`src/rtl/ps2_keyboard_rx_pkg.sv`:
```
// ps2_keyboard_rx_pkg
//   Shared constants for the PS/2 keyboard receiver: prefix bytes, keypad
//   scan codes (set 2), receiver FSM state encoding and a parity helper.
package ps2_keyboard_rx_pkg;

   // Prefix bytes folded into per-key events by the decoder
   localparam logic [7:0] KP_KEY_RELEASED = 8'hF0;
   localparam logic [7:0] KP_EXTENDED     = 8'hE0;

   // Keypad scan codes consumed by the calculator logic
   localparam logic [7:0] KP_0     = 8'h70;
   localparam logic [7:0] KP_1     = 8'h69;
   localparam logic [7:0] KP_2     = 8'h72;
   localparam logic [7:0] KP_3     = 8'h7A;
   localparam logic [7:0] KP_4     = 8'h6B;
   localparam logic [7:0] KP_5     = 8'h73;
   localparam logic [7:0] KP_6     = 8'h74;
   localparam logic [7:0] KP_7     = 8'h6C;
   localparam logic [7:0] KP_8     = 8'h75;
   localparam logic [7:0] KP_9     = 8'h7D;
   localparam logic [7:0] KP_DOT   = 8'h71;
   localparam logic [7:0] KP_PLUS  = 8'h79;
   localparam logic [7:0] KP_MINUS = 8'h7B;
   localparam logic [7:0] KP_STAR  = 8'h7C;
   localparam logic [7:0] KP_ENTER = 8'h5A;

   typedef enum logic [1:0] {
      ST_IDLE   = 2'd0,
      ST_DATA   = 2'd1,
      ST_PARITY = 2'd2,
      ST_STOP   = 2'd3
   } ps2_state_t;

   // Odd parity: data bits plus parity bit must hold an odd number of ones
   function automatic logic odd_parity_ok(input logic [7:0] d, input logic p);
      return ^{d, p};
   endfunction

endpackage

```
`src/rtl/ps2_keyboard_rx_fifo.sv`:
```
// ps2_key_fifo
//   Show-ahead event FIFO. rd_data always shows the head entry; push and pop
//   may happen in the same cycle, including when full (pop makes room).
//   Ports: ck/reset (async, active high), push/wr_data, pop, rd_data,
//   full, empty. DEPTH must be a power of two so pointers wrap naturally.
module ps2_key_fifo #(
   parameter int WIDTH = 9,
   parameter int DEPTH = 4
) (
   input  logic             ck,
   input  logic             reset,
   input  logic             push,
   input  logic [WIDTH-1:0] wr_data,
   input  logic             pop,
   output logic [WIDTH-1:0] rd_data,
   output logic             full,
   output logic             empty
);
   localparam int AW = $clog2(DEPTH);
   localparam int CW = AW + 1;

   logic [WIDTH-1:0] mem [DEPTH];
   logic [AW-1:0]    wr_ptr, rd_ptr;
   logic [CW-1:0]    count;
   logic             pop_ok, push_ok;

   assign empty   = (count == '0);
   assign full    = (count == CW'(DEPTH));
   assign pop_ok  = pop & ~empty;
   assign push_ok = push & (~full | pop_ok);
   assign rd_data = mem[rd_ptr];

   always_ff @(posedge ck) begin
      if (push_ok) mem[wr_ptr] <= wr_data;
   end

   always_ff @(posedge ck or posedge reset) begin
      if (reset) begin
         wr_ptr <= '0;
         rd_ptr <= '0;
         count  <= '0;
      end else begin
         if (push_ok) wr_ptr <= wr_ptr + 1'b1;
         if (pop_ok)  rd_ptr <= rd_ptr + 1'b1;
         case ({push_ok, pop_ok})
            2'b10:   count <= count + 1'b1;
            2'b01:   count <= count - 1'b1;
            default: count <= count;
         endcase
      end
   end

endmodule

```
`src/rtl/ps2_keyboard_rx.sv`:
```
// ps2_keyboard_rx
//   PS/2 keyboard receiver: synchronises and filters PS2C, deserialises
//   start/8 data/odd parity/stop frames on filtered clock falls, folds the
//   0xF0 break prefix into per-key events and queues them in ps2_key_fifo.
//   Optional macro PS2_EXTENDED_EN: 0xE0 becomes an extended-key prefix
//   (10-bit entries); otherwise 0xE0 is an ordinary code and key_extended=0.
//   Ports: ck, reset (async, active high), PS2C/PS2D (raw), rd_en (pop),
//   key_code_out/key_released/key_extended (head entry, 0 when empty),
//   key_valid, overflow (sticky), parity_err/framing_err (1-cycle pulses).
module ps2_keyboard_rx
   import ps2_keyboard_rx_pkg::*;
#(
   parameter int FIFO_DEPTH     = 4,
   parameter int FILTER_LEN     = 8,
   parameter int TIMEOUT_CYCLES = 50000
) (
   input  logic       ck,
   input  logic       reset,
   input  logic       PS2C,
   input  logic       PS2D,
   input  logic       rd_en,
   output logic [7:0] key_code_out,
   output logic       key_released,
   output logic       key_extended,
   output logic       key_valid,
   output logic       overflow,
   output logic       parity_err,
   output logic       framing_err
);
   localparam int FW = $clog2(FILTER_LEN + 1);
   localparam int TW = $clog2(TIMEOUT_CYCLES + 1);
`ifdef PS2_EXTENDED_EN
   localparam int EW = 10;
`else
   localparam int EW = 9;
`endif

   logic [1:0]    c_sync, d_sync;
   logic          filt_clk;
   logic [FW-1:0] fcnt;
   logic          fall_q, fall_d;

   ps2_state_t    state;
   logic [7:0]    shreg;
   logic [2:0]    bitcnt;
   logic          par_bit;
   logic [TW-1:0] tcnt;
   logic          byte_rdy;
   logic [7:0]    byte_q;
   logic          break_pend;
`ifdef PS2_EXTENDED_EN
   logic          ext_pend;
`endif

   logic          push, fifo_full, fifo_empty, drop;
   logic [EW-1:0] wr_entry, head;

   // Synchronisers and stability filter. A level change on the synchronised
   // clock is accepted only after FILTER_LEN consecutive differing cycles;
   // the fall and the data sampled with it are registered for the FSM.
   always_ff @(posedge ck or posedge reset) begin
      if (reset) begin
         c_sync   <= 2'b11;
         d_sync   <= 2'b11;
         filt_clk <= 1'b1;
         fcnt     <= '0;
         fall_q   <= 1'b0;
         fall_d   <= 1'b1;
      end else begin
         c_sync <= {c_sync[0], PS2C};
         d_sync <= {d_sync[0], PS2D};
         fall_q <= 1'b0;
         if (c_sync[1] == filt_clk) begin
            fcnt <= '0;
         end else if (fcnt == FW'(FILTER_LEN - 1)) begin
            filt_clk <= c_sync[1];
            fcnt     <= '0;
            fall_q   <= filt_clk;   // filt_clk=1 here means a 1->0 change
            fall_d   <= d_sync[1];
         end else begin
            fcnt <= fcnt + 1'b1;
         end
      end
   end

   // Frame FSM plus prefix decoder. The decoder acts one cycle after the
   // stop bit, on the registered byte_rdy.
   always_ff @(posedge ck or posedge reset) begin
      if (reset) begin
         state       <= ST_IDLE;
         shreg       <= '0;
         bitcnt      <= '0;
         par_bit     <= 1'b0;
         tcnt        <= '0;
         byte_rdy    <= 1'b0;
         byte_q      <= '0;
         parity_err  <= 1'b0;
         framing_err <= 1'b0;
         break_pend  <= 1'b0;
`ifdef PS2_EXTENDED_EN
         ext_pend    <= 1'b0;
`endif
      end else begin
         byte_rdy    <= 1'b0;
         parity_err  <= 1'b0;
         framing_err <= 1'b0;

         if (byte_rdy) begin
            if (byte_q == KP_KEY_RELEASED) begin
               break_pend <= 1'b1;
`ifdef PS2_EXTENDED_EN
            end else if (byte_q == KP_EXTENDED) begin
               ext_pend <= 1'b1;
`endif
            end else begin
               break_pend <= 1'b0;
`ifdef PS2_EXTENDED_EN
               ext_pend   <= 1'b0;
`endif
            end
         end

         // Abandon a stalled frame silently
         if (state != ST_IDLE && !fall_q) begin
            if (tcnt == TW'(TIMEOUT_CYCLES - 1)) begin
               state <= ST_IDLE;
               tcnt  <= '0;
            end else begin
               tcnt <= tcnt + 1'b1;
            end
         end

         if (fall_q) begin
            tcnt <= '0;
            case (state)
               ST_IDLE: begin
                  if (!fall_d) begin
                     state  <= ST_DATA;
                     bitcnt <= '0;
                  end
               end
               ST_DATA: begin
                  shreg  <= {fall_d, shreg[7:1]};   // LSB arrives first
                  bitcnt <= bitcnt + 3'd1;
                  if (bitcnt == 3'd7) state <= ST_PARITY;
               end
               ST_PARITY: begin
                  par_bit <= fall_d;
                  state   <= ST_STOP;
               end
               ST_STOP: begin
                  state <= ST_IDLE;
                  // Framing takes priority when both checks fail
                  if (!fall_d || !odd_parity_ok(shreg, par_bit)) begin
                     framing_err <= ~fall_d;
                     parity_err  <= fall_d;
                     break_pend  <= 1'b0;
`ifdef PS2_EXTENDED_EN
                     ext_pend    <= 1'b0;
`endif
                  end else begin
                     byte_rdy <= 1'b1;
                     byte_q   <= shreg;
                  end
               end
               default: state <= ST_IDLE;
            endcase
         end
      end
   end

`ifdef PS2_EXTENDED_EN
   assign push     = byte_rdy && byte_q != KP_KEY_RELEASED && byte_q != KP_EXTENDED;
   assign wr_entry = {ext_pend, break_pend, byte_q};
`else
   assign push     = byte_rdy && byte_q != KP_KEY_RELEASED;
   assign wr_entry = {break_pend, byte_q};
`endif

   // A full FIFO still accepts the push when the same cycle pops
   assign drop = push & fifo_full & ~(rd_en & ~fifo_empty);

   ps2_key_fifo #(.WIDTH(EW), .DEPTH(FIFO_DEPTH)) u_fifo (
      .ck      (ck),
      .reset   (reset),
      .push    (push),
      .wr_data (wr_entry),
      .pop     (rd_en),
      .rd_data (head),
      .full    (fifo_full),
      .empty   (fifo_empty)
   );

   always_ff @(posedge ck or posedge reset) begin
      if (reset)     overflow <= 1'b0;
      else if (drop) overflow <= 1'b1;
   end

   // Head outputs read 0 when empty so stale memory never leaks out
   assign key_valid    = ~fifo_empty;
   assign key_code_out = key_valid ? head[7:0] : 8'h00;
   assign key_released = key_valid & head[8];
`ifdef PS2_EXTENDED_EN
   assign key_extended = key_valid & head[9];
`else
   assign key_extended = 1'b0;
`endif

endmodule

```
`config.mk`:
```
export PLATFORM = sky130hd
export DESIGN_NAME = ps2_keyboard_rx
export DESIGN_NICKNAME = d
export VERILOG_FILES = /design/src/rtl/ps2_keyboard_rx_pkg.sv /design/src/rtl/ps2_keyboard_rx_fifo.sv /design/src/rtl/ps2_keyboard_rx.sv
export SDC_FILE = /design/constraint.sdc
export NUM_CORES = 1
export LEC_CHECK = 0
export BUFFER_PORTS_ARGS = -buffer_cell sky130_fd_sc_hd__buf_2
export CAP_MARGIN = 20
export CORE_MARGIN = 2
export CORE_UTILIZATION = 50
export DETAILED_ROUTE_END_ITERATION = 10
export GPL_ROUTABILITY_DRIVEN = 1
export GPL_TIMING_DRIVEN = 1
export PLACE_DENSITY = 0.75
export SETUP_SLACK_MARGIN = 0.4
export SKIP_CTS_REPAIR_TIMING = 1
export SKIP_LAST_GASP = 1
export SLEW_MARGIN = 20
export SYNTH_ARGS = -nofsm -noshare
export SYNTH_HDL_FRONTEND = slang
export SYNTH_HIERARCHICAL = 1
export SYNTH_SLANG_ARGS = --single-unit
```
`constraint.sdc`:
```
create_clock -name ck -period 3.5 [get_ports ck]
set_input_delay 0.7 -clock ck [delete_from_list [all_inputs] [get_ports ck]]
set_output_delay 0.7 -clock ck [all_outputs]
set_load 0.01 [all_outputs]
```
* Yosys cells after proc, flatten, opt, wreduce, memory -nomap -nowiden *
Memory sizes are Yosys's and may differ from the RTL's.
Index checks and enable logic that the tools add are counted.

operators by class
  add/subtract/negate cells = 7
  eq/ne operators = 13
  multiplexer cells = 33
  bitwise logic cells = 12
  reduce and logical (&&, ||, !) cells = 18

operators by type and width
  cell                   count
  $mux 16                3
  $mux 1                 18
  $add 16x1->16 const B  1
  $eq 16x16->1 const B   1
  $pmux 3 s2             2
  $mux 2                 5
  $reduce_xor 9->1       1
  $eq 8x8->1 const B     1
  $mux 4                 2
  $mux 8                 1
  $ne 8x8->1 const B     1
  $pmux 2 s4             1
  $reduce_bool 2->1      4
  $add 3x1->3 const B    2
  $eq 2x2->1 const B     3
  $eq 3x3->1 const B     2
  $not 1->1              6
  $reduce_and 2->1       3
  $reduce_and 3->1       2
  $and 1x1->1            5
  $add 2x1->2 const B    2
  $add 4x1->4 const B    1
  $eq 2x1->1 const B     2
  $eq 4x3->1 const B     1
  other kinds (10)       13

storage, ports and cells
  bits in registers = 61
  memory bits (writable) = 36
  input port bits = 5
  output and inout port bits = 14
  memories = 1

memories
  memory      depth  bits a word  read ports  clocked after memory_dff  wr ports  line                        source
  u_fifo.mem  4      9            1           0                         1         ps2_keyboard_rx_fifo.sv:22  logic [WIDTH-1:0] mem [DEPTH];

* Logic depth before layout (Yosys ltp) *
Gate-level depths: netlist of the first run.

  word-level depth = 7
  mapped depth = 8
  mapped depth without buffers = 7

* Modules after synthesis *
The synthesis of the first run kept the hierarchy.

by module, submodules not included
  module           instances  cells each  area an instance (um2)
  ps2_keyboard_rx  1          247         2565.0
  ps2_key_fifo     1          101         1818.0

* Worst setup path after synthesis of the first run *
OpenSTA, ideal clock, no wires.

  path type = reg-to-reg
  from = reg u_fifo.count[0]
  to = reg u_fifo.count[2]
  setup time = 0.069 ns
  data arrival time = 2.125 ns
  slack = 1.307 ns
  cell stages (with the launch flop) = 8
  period minus slack after synthesis = 2.193 ns
  cells stage by stage = dfrtp_1 nor3_1 nand2b_1 or2_2 fa_1 nand3b_1 or3_2 nand3_1

on the way
  cells in the longest elaborated chain, start to end = 7
  elaborated cells between the ends (all ways) = 13
  classes of those cells = add/sub: 2; eq/ne: 3; mux: 1; bitwise: 5; reduce/logical: 2

RTL lines
  item                                                    line                        source
  start, declared                                         ps2_keyboard_rx_fifo.sv:24  logic [CW-1:0] count;
  start signal, assigned                                  ps2_keyboard_rx_fifo.sv:46  2'b10: count <= count + 1'b1;
  start signal, assigned                                  ps2_keyboard_rx_fifo.sv:47  2'b01: count <= count - 1'b1;
  start signal, assigned                                  ps2_keyboard_rx_fifo.sv:48  default: count <= count;
  $logic_not 3->1 (*)                                     ps2_keyboard_rx_fifo.sv:27  assign empty = (count == '0);
  named net fifo_empty                                    ps2_keyboard_rx.sv:55       logic push, fifo_full, fifo_empty, drop;
  $not 1->1 (*)                                           ps2_keyboard_rx_fifo.sv:29  assign pop_ok = pop & ~empty;
  $and 1x1->1 (*)                                         ps2_keyboard_rx_fifo.sv:29
  $or 1x1->1                                              ps2_keyboard_rx_fifo.sv:30  assign push_ok = push & (~full | pop_ok);
  $and 1x1->1                                             ps2_keyboard_rx_fifo.sv:30
  $eq 2x1->1 / $eq 2x2->1 (equally long branches)         ps2_keyboard_rx_fifo.sv:45  case ({push_ok, pop_ok})
  $pmux 3 s2 / $reduce_bool 2->1 (equally long branches)  -

The timed path passes the listed nets; every way through them passes the cells marked *.
A chain may end at the register's enable or synchronous reset.

* Worst setup path in the final report of the first run *
  from = reg u_fifo.rd_ptr[0]
  to = out key_code_out[5]

on the way
  cells in the longest elaborated chain, start to end = 2

RTL lines
  item                    line                        source
  start, declared         ps2_keyboard_rx_fifo.sv:23  logic [AW-1:0] wr_ptr, rd_ptr;
  start signal, assigned  ps2_keyboard_rx_fifo.sv:44  if (pop_ok) rd_ptr <= rd_ptr + 1'b1;
  $mem_v2 4x9             -
  named net head[5]       ps2_keyboard_rx.sv:56       logic [EW-1:0] wr_entry, head;
  $mux 8                  ps2_keyboard_rx.sv:201      assign key_code_out = key_valid ? head[7:0] : 8'h00;
  end, declared           ps2_keyboard_rx.sv:22       output logic [7:0] key_code_out,

The timed path passes the listed nets, and every way through them passes these cells.

==> summary.txt, run 1 <==
Seq/Total Area, Yosys: 59.7%
Initial DRT Pass Iterations: 6
ys flop type: dfrtp_1
Worst Max-Slew Pin Slew: 785 ps
Die Height: 97.6 um
Synth Warn #: 6
worst path arrival time: 1960 ps
Post-Syn Instances: 348
Worst slew margin: 47.5%
CTS clk-pin slew, worst paths: 100 ps
# diodes: 0
Vias/cell: 5.43
Layout Skew: 8.91 ps
die width: 97.6 um
GPL Wtd Cong: 0.783
#FFs+latches synth: 97
CP Class: flip-flop to primary output
Place WS: 1160 ps
final setup margin: 836 ps
crit start category: flip-flop
Post-synth ARST share: 62.9%
status: finished, final reports clean
syn nets: 362
worst skew pair latency: 360 ps
Setup violations, final: 0
row count: 34
CTS tree: built
root buf cell: clkbuf_8
Top Ports: 19
Nets: 384
pin count of the biggest net entering global routing: 30
CP max FO: 11
post-layout minimum cycle time: 2660 ps
Layout area overhead: 8.85%
max-cap violation count: 0
fin crit share: 76.1%
CTS Sinks: 97
Yosys top cell by area: dfrtp_1
Crit. End Element: primary output
Final ANT Viol Nets: 0
leakage: 2.09 nW
PD cells: 482 nW/um^2
required time of the critical path: 2800 ps
synth top area cells: dfrtp_1 (31%), edfxtp_1 (25%), mux4_2 (4.6%)
first-pass GRT wire length: 12600 um
Remaining Overflow, GRT: 0
DRT Wirelength: 7120 um
setup TNS: 0 ps
vias: 2625
Peak supply drop: 0.000307 V
layout cells sized above 1: 20.0%
Peak Freq: 375 MHz
Core Footprint: 8590 um^2
synth unique cells: 61
worst r2r src: byte_q[7]$_DFFE_PP0P_
number of DRC markers in iteration 0: 177
beginning of the critical path: u_fifo/rd_ptr[0]$_DFFE_PP0N_
GRT Total Usage: 16.3%
H-tree Lvls: 3
Final Max Slew Viols: 0
unrepaired setup endpoints after global routing: false
count leader, synth: dfrtp_1
effective utilization at floorplan: 51.0%
Final Hold Vio Count: 0
Port Buffers: 17
vias in the first global route: 2723
Post-synth EDFFs: 36
Synth Area per Inst: 12.6 um^2
Synth top cells by count: dfrtp_1 (55), edfxtp_1 (36), nand2_1 (36), o21ai_0 (25), inv_1 (16)
Synth top area share: 31.4%
Clock Tree Buf Depth: 2
hpwl dp: 5020 um
die area: 9530 um^2
mapped cell area: 4380 um^2
drt wl/cell: 14.7 um
initial antenna violation count: 0
DRC: 0
Hold Crit Class: primary input to async pin
CTS Buf Count: 9
state kept, by name, indices dropped and copies added, names as in the netlist, 2 cells and up:
| name | flops |
|---|---|
| u_fifo/mem | 36 |
| tcnt | 16 |
| bitcnt | 3 |
| fcnt | 4 |
| u_fifo/wr_ptr | 2 |
| u_fifo/rd_ptr | 2 |
| shreg | 8 |
| state | 2 |
| u_fifo/count | 3 |
| d_sync | 2 |
| c_sync | 2 |
| byte_q | 8 |
through the flow:
| step | total power, mW | utilization, % | hold slack, ps | cell area (um^2) | std cells |
|---|---|---|---|---|---|
| 3_3_place_gp | 1.65 | 53.1 | 347 | 4560 | 466 |
| 2_1_floorplan | 1.58 | - | 345 | 4380 | 348 |
| 5_1_grt | 2.44 | 55.5 | 282 | 4770 | 483 |
| 6_report | 2.30 | 55.5 | 279 | 4770 | 483 |
| 4_1_cts | 2.34 | 55.5 | 274 | 4770 | 483 |
| 3_5_place_dp | 1.67 | 53.3 | 348 | 4580 | 467 |
critical path, stage by stage (launching register included):
cell and delay, ps:
dfrtp_1 750, mux4_2 570, nor2b_1 140, buf_2 130
per-layer routing:
| metal | routed length, um | part of all wire (%) | global-route usage, % |
|---|---|---|---|
| met1 | 3220 | 45 | 20.9 |
| met2 | 3620 | 51 | 28.3 |
| met3 | 205 | 2.9 | 3.38 |
| met4 | 74 | 1.0 | 4.59 |
| met5 | 0 | 0 | 0 |
cells in the final DEF, fill, tap and decap left out, drive strengths merged, types with 7 or more instances in the layout:
master / count
edfxtp: 36
nand2: 37
o21ai: 27
buf: 21
nand3: 12
mux2: 9
nor2b: 13
ha: 8
xnor2: 15
mux4: 9
dfrtp: 55
clkbuf: 9
and2: 7
nor2: 14
inv: 19
power breakdown:
group | switching, mW | internal [mW]
clock | 0.394 | 0.272
combinational | 0.144 | 0.153
sequential | 0.105 | 1.23
total | 0.644 | 1.66
cell type report:
class                           instances  area (um^2)
Multi-Input combinational cell        225         1650
Tap cell                              108          135
Fill cell                             716         3820
Timing Repair Buffer                   21          128
Inverter                               16         60.1
Clock buffer                            9          124
Sequential cell                        97         2620
Clock inverter                          7         63.8
logic make-up after synthesis:
group	after synthesis	share of synthesized area [%]
DFF	97	59.7
and+or+nand+nor	123	15.5
xor gates and xnor gates	19	4.11
buffers and inverters	26	2.80
adders and majority gates	9	2.74
muxes	19	7.25
other	1	0.0856
AOI/OAI and AO/OA	54	7.85
path summary, 6_finish.rpt:
| kind | slack [ps] | endpoint | depth (start not counted) |
|---|---|---|---|
| max | 840 | key_code_out[5] | 3 |
| min | 280 | u_fifo/count[1]$_DFFE_PP0P_ | 2 |
| max reg2reg | 1250 | u_fifo/count[2]$_DFFE_PP0P_ | 8 |
| min reg2reg | 360 | c_sync[1]$_DFF_PP1_ | 0 |
| max in group asynchronous | 2540 | tcnt[14]$_DFFE_PP0P_ | 3 |
| min in group ck | 360 | c_sync[1]$_DFF_PP1_ | 0 |
No activity file was read; power rests on OpenSTA's default activity.
==> run 2, diff against run 1 <==
Settings changed: ABC_AREA set to 1, PLACE_DENSITY 0.75 to 0.77.
Clock period 3.5 ns to 2.2 ns, I/O delays scaled along.
==> run 2 against run 1 <==
The flow now finishes with violations (hold timing). Synthesized cell count rose by 46%. Sequential share of layout area decreased by 6.4 points. Power up 110%. Hold slack got worse by 280 ps. Sequential cell count is the same. Wire length grew 27%.
==> summary.txt, run 2 <==
Port Buffers: 17
CP bufs+invs: 4
DRT Wirelength: 9020 um
effective utilization at floorplan: 51.0%
initial antenna violation count: 0
Top Registers: u_fifo/mem x36, tcnt x16
GRT Total Usage: 17.9%
most frequent cells in the layout: nand2_1 (110), inv_1 (59), nor2_1 (57)
CTS tree: built
Remaining Overflow, GRT: 0
CTS Sinks: 97
Nets: 571
row count: 35
mapped cell area: 4640 um^2
sw power: 1.59 mW
CP peak stage delay: 500 ps
DRC: 0
crit start category: flip-flop
CTS Buf Count: 9
hpwl dp: 5890 um
Synth Warn #: 6
Top Ports: 19
unrepaired setup endpoints after global routing: true
vias: 3479
Post-synth EDFFs: 36
Seq pwr share: 44.7%
synth unique cells: 38
DR WL met2: 4650 um
Peak Freq: 494 MHz
failing checks: hold timing
worst path cell trace: buf_4, buf_4, nor2_1, o22ai_1, inv_1, nor2_1, buf_2
H-tree Lvls: 3
# diodes: 0
status: complete, but fails checks
Synth top cells by count: nand2_1 (112), inv_1 (65), nor2_1 (63), dfrtp_1 (55), o21ai_0 (45)
die width: 100 um
Crit. End Element: primary output
die area: 10100 um^2
layout cells sized above 1: 22.4%
Final Hold Vio Count: 3
worst r2r src: byte_q[0]$_DFFE_PP0P_
Clock Tree Buf Depth: 2
DRT met1 WL: 3930 um
vias in the first global route: 3224
CP endpoint: key_code_out[6]
root buf cell: clkbuf_8
Yosys top cell by area: dfrtp_1
syn nets: 522
Cell Int Power: 3.15 mW
Routed met3 length: 270 um
Comb pwr share: 29.7%
Layout Skew: 10.9 ps
Synth Area per Inst: 9.14 um^2
Worst R2R Setup Slack: 260 ps
post-layout minimum cycle time: 2030 ps
Hold WS: -1.41 ps
critical path's slowest cell: dfrtp_2
synth top area cells: dfrtp_1 (30%), edfxtp_1 (23%), nand2_1 (9.1%)
Initial DRT Pass Iterations: 4
CP Class: flip-flop to primary output
fin crit share: 92.1%
count leader, synth: nand2_1
Vias/cell: 5.17
required time of the critical path: 1760 ps
Clk network pwr share: 25.7%
CTS clk-pin slew, worst paths: 100 ps
Post-synth ARST share: 62.9%
Core Footprint: 9110 um^2
Hold Crit Class: primary input to async pin
Final Max Slew Viols: 0
r2r endpoint: u_fifo/count[1]$_DFFE_PP0P_
commonest non-fill, non-tap cell in the layout: nand2_1
Setup violations, final: 0
CP max FO: 6
setup TNS: 0 ps
GPL Wtd Cong: 0.875
drt wl/cell: 13.4 um
Peak supply drop: 0.000333 V
beginning of the critical path: u_fifo/rd_ptr[0]$_DFFE_PP0N_
Critical Path Stages: 7
leakage: 2.50 nW
Post-Syn Instances: 508
ys flop type: dfrtp_1
worst skew pair latency: 370 ps
pin count of the biggest net entering global routing: 36
Die Height: 100 um
worst path arrival time: 1590 ps
first-pass GRT wire length: 14200 um
Seq/Total Area, Yosys: 56.3%
CP delay by family, top: buffers and inverters
#FFs+latches synth: 97
overall power: 4.74 mW
Max Used Layer: met4
PD cells: 875 nW/um^2
Switching Share: 33.5%
Layout area overhead: 16.6%
number of DRC markers in iteration 0: 123
max reg flops: 36
Most flops, register: u_fifo/mem
max-cap violation count: 0
Synth top area share: 29.6%
Reg2Reg Depth: 8
Final ANT Viol Nets: 0
## run 2: changes by cell type in the layout (fill, tap and decap cells not counted), sizes merged, moves of 7 or more
cell and change:
mux4 -9, buf +24, nand2 +82, nor2b -13
nor2 +58, and2 -7, inv +55, nand3 +21
o21ai +24, mux2 -9, xnor2 -13, o22ai +14
## run 2: layout make-up
cell class,instances,area [um^2]
sequential,97,2620
timing repair inverter,1,7.51
clock buffer,10,138
clock inverter,6,72.6
multi-input combinational,331,1810
timing repair buffer,45,338
tap,111,139
inverter,72,287
fill,738,3690
## run 2: per-stage QoR
stage | cells | cell area (um^2) | worst slack (ps) | util (%)
4_1_cts | 651 | 5130 | -60.4 | 56.3
3_3_place_gp | 635 | 4920 | 163 | 54.0
6_report | 673 | 5410 | 174 | 59.4
3_5_place_dp | 635 | 4920 | 108 | 54.0
5_1_grt | 673 | 5410 | 96.2 | 59.4
2_1_floorplan | 508 | 4670 | 404 | -
## run 2: worst min-delay path by stage
stage,end,startpoint,depth (start not counted),slack (ps)
5_1_grt,u_fifo/wr_ptr[1]$_DFFE_PP0P_,reset,2,10
2_1_floorplan,u_fifo/count[0]$_DFFE_PP0P_,reset,1,240
6_report,u_fifo/wr_ptr[1]$_DFFE_PP0P_,reset,2,-1
4_1_cts,u_fifo/wr_ptr[1]$_DFFE_PP0P_,reset,2,2
3_3_place_gp,d_sync[1]$_DFF_PP1_,d_sync[0]$_DFF_PP1_,0,350
3_5_place_dp,d_sync[1]$_DFF_PP1_,d_sync[0]$_DFF_PP1_,0,350
## run 2: cells by family (layout without fill, tap and decap cells)
family	after synthesis	count (layout)	synth area share [%]
other	1	1	0.0808
DFF	97	97	56.3
adders and majority gates	9	9	2.59
AOI/OAI and AO/OA	75	75	8.95
buffers and inverters	80	134	6.79
xor gates and xnor gates	8	8	1.51
and+or+nand+nor	238	238	23.7
## run 2: power groups by stage
stage | Combinational, mW | Clock (mW) | Sequential (mW)
floorplan | 0.814 | 0 | 2.07
global placement | 0.994 | 0 | 2.13
detailed placement | 1.04 | 0 | 2.13
CTS | 1.04 | 1.22 | 2.10
global route | 1.57 | 1.32 | 2.13
finish | 1.41 | 1.22 | 2.12
## run 2: worst register-to-register path, cell delays in order, from the launching register on
cell	delay, ps
dfrtp_2	420
or2_4	260
nor4_4	260
nor2_4	80
nand3b_4	170
fa_2	540
inv_2	30
nand2_1	40
o21ai_1	50
## run 2: layer usage
| metal | track usage [%] | vias to the layer above |
|---|---|---|
| met3 | 2.86 | 16 |
| met2 | 31.6 | 57 |
| met5 | 0 | - |
| li1 | - | 1753 |
| met4 | 7.80 | 0 |
| met1 | 21.8 | 1653 |
==> run 3, diff against run 2 <==
Settings changed: ABC_AREA 1 to not set, PLACE_DENSITY 0.77 to 0.75.
Clock period 2.2 ns to 2.1 ns, I/O delays scaled along.
==> run 3 against run 2 <==
The flow finishes with violations (setup timing). Highest routed layer unchanged. Sequential share of layout area down 0.60 points. Combinational power shrank 41%. Design area grew 1.6%. Largest power group unchanged. Register-to-register slack worse by 270 ps.
==> summary.txt, run 3 (synthesis results as in run 1) <==
required time of the critical path: 2360 ps
CP max FO: 5
GPL Wtd Cong: 0.795
Final ANT Viol Nets: 0
number of DRC markers in iteration 0: 126
most frequent cells in the layout: dfrtp_1 (43), nand2_1 (36), edfxtp_1 (36)
row count: 34
area of the multi-input gates: 1950 um^2
Layout area overhead: 25.5%
status: complete, but fails checks
DRC: 0
critical path's slowest cell: or4_4
CTS clk-pin slew, worst paths: 100 ps
die width: 97.6 um
DRT Wirelength: 8800 um
Peak supply drop: 0.000565 V
root buf cell: clkbuf_8
worst path arrival time: 2370 ps
failing checks: setup timing
leakage: 2.42 nW
Most flops, register: u_fifo/mem
Top Registers: u_fifo/mem x36, tcnt x16
Worst slew margin: 65.7%
Worst Max-Slew Pin Slew: 513 ps
Layout Skew: 15.8 ps
Crit. End Element: flip-flop
Remaining Overflow, GRT: 0
Setup violations, final: 1
M3 GR Usage: 4.75%
drt wl/cell: 16.5 um
Final Hold Vio Count: 0
CP peak stage delay: 620 ps
Nets: 435
Top Ports: 19
Die Height: 97.6 um
hpwl dp: 5190 um
PD cells: 766 nW/um^2
met2 Use GR: 29.0%
Clock Tree Buf Depth: 2
GR Util met1: 21.0%
CTS tree: built
commonest non-fill, non-tap cell in the layout: dfrtp_1
effective utilization at floorplan: 51.0%
Vias/cell: 5.52
GRT Total Usage: 16.7%
max-cap violation count: 0
Port Buffers: 17
Initial DRT Pass Iterations: 4
vias: 2949
CP delay by family, top: simple AND/OR/NAND/NOR gates
post-layout minimum cycle time: 2110 ps
fill count: 635
initial antenna violation count: 0
Core Footprint: 8590 um^2
H-tree Lvls: 3
CP Class: flip-flop to flip-flop
Worst R2R Setup Slack: -10 ps
fin crit share: 101%
Peak Freq: 473 MHz
layout cells sized above 1: 40.6%
register area: 2630 um^2
GR peak layer: met2
vias in the first global route: 2700
CTS Sinks: 97
Hold Crit Class: primary input to async pin
Final Max Slew Viols: 0
final setup margin: -13.0 ps
# diodes: 0
worst skew pair latency: 360 ps
CTS Buf Count: 9
fin util: 64.0%
die area: 9530 um^2
max reg flops: 36
pin count of the biggest net entering global routing: 33
first-pass GRT wire length: 12700 um
worst path cell trace: or4b_4, or4_4, nand2_8, buf_6, o21ai_2, a21o_1
crit start category: flip-flop
setup TNS: -13.0 ps
CP bufs+invs: 1
unrepaired setup endpoints after global routing: true
## run 3: path summary, 6_finish.rpt
path / start / to / cells after the start
setup / recovery: tcnt[13]$_DFFE_PP0P_ / tcnt[2]$_DFFE_PP0P_ / 6
hold / removal: reset / u_fifo/rd_ptr[1]$_DFFE_PP0N_ / 2
setup reg to reg: tcnt[13]$_DFFE_PP0P_ / tcnt[2]$_DFFE_PP0P_ / 6
hold reg to reg: c_sync[0]$_DFF_PP1_ / c_sync[1]$_DFF_PP1_ / 0
max in group asynchronous: reset / shreg[2]$_DFFE_PP0P_ / 3
min in group ck: PS2C / c_sync[0]$_DFF_PP1_ / 1
## run 3: final cells by class
class / instances / share of cell area (%)
sequential: 97 / 47.8
multi-input combinational: 231 / 35.5
timing repair buffer: 66 / 9.50
tap: 108 / 2.46
clock buffer: 11 / 2.39
inverter: 16 / 1.21
clock inverter: 5 / 1.16
## run 3: report_power, final
| part | switching (mW) | leakage, nW | internal, mW |
|---|---|---|---|
| clock | 0.625 | 0.0941 | 0.560 |
| combinational | 0.394 | 1.11 | 0.432 |
| sequential | 0.145 | 1.22 | 2.06 |
## run 3: stage by stage
| step | instances | instance area (um^2) | total power [mW] | hold slack [ps] | setup slack, ps |
|---|---|---|---|---|---|
| final | 534 | 5500 | 4.22 | 24.5 | -13.0 |
| after global placement | 481 | 4730 | 2.79 | 346 | 27.9 |
| after detailed placement | 481 | 4730 | 2.82 | 347 | 3.61 |
| after global routing | 534 | 5500 | 4.41 | 23.5 | -74.0 |
| after CTS | 497 | 4930 | 4.00 | 10.3 | -73.0 |
| after floorplan | 348 | 4430 | 2.66 | 223 | 75.1 |
## run 3: layer usage
| metal | vias up | wire [um] | share of wire, % |
|---|---|---|---|
| met5 | - | 0 | 0 |
| met4 | 0 | 90 | 1.0 |
| met3 | 9 | 273 | 3.1 |
| met2 | 55 | 4690 | 53 |
| met1 | 1486 | 3740 | 43 |
| li1 | 1399 | - | - |
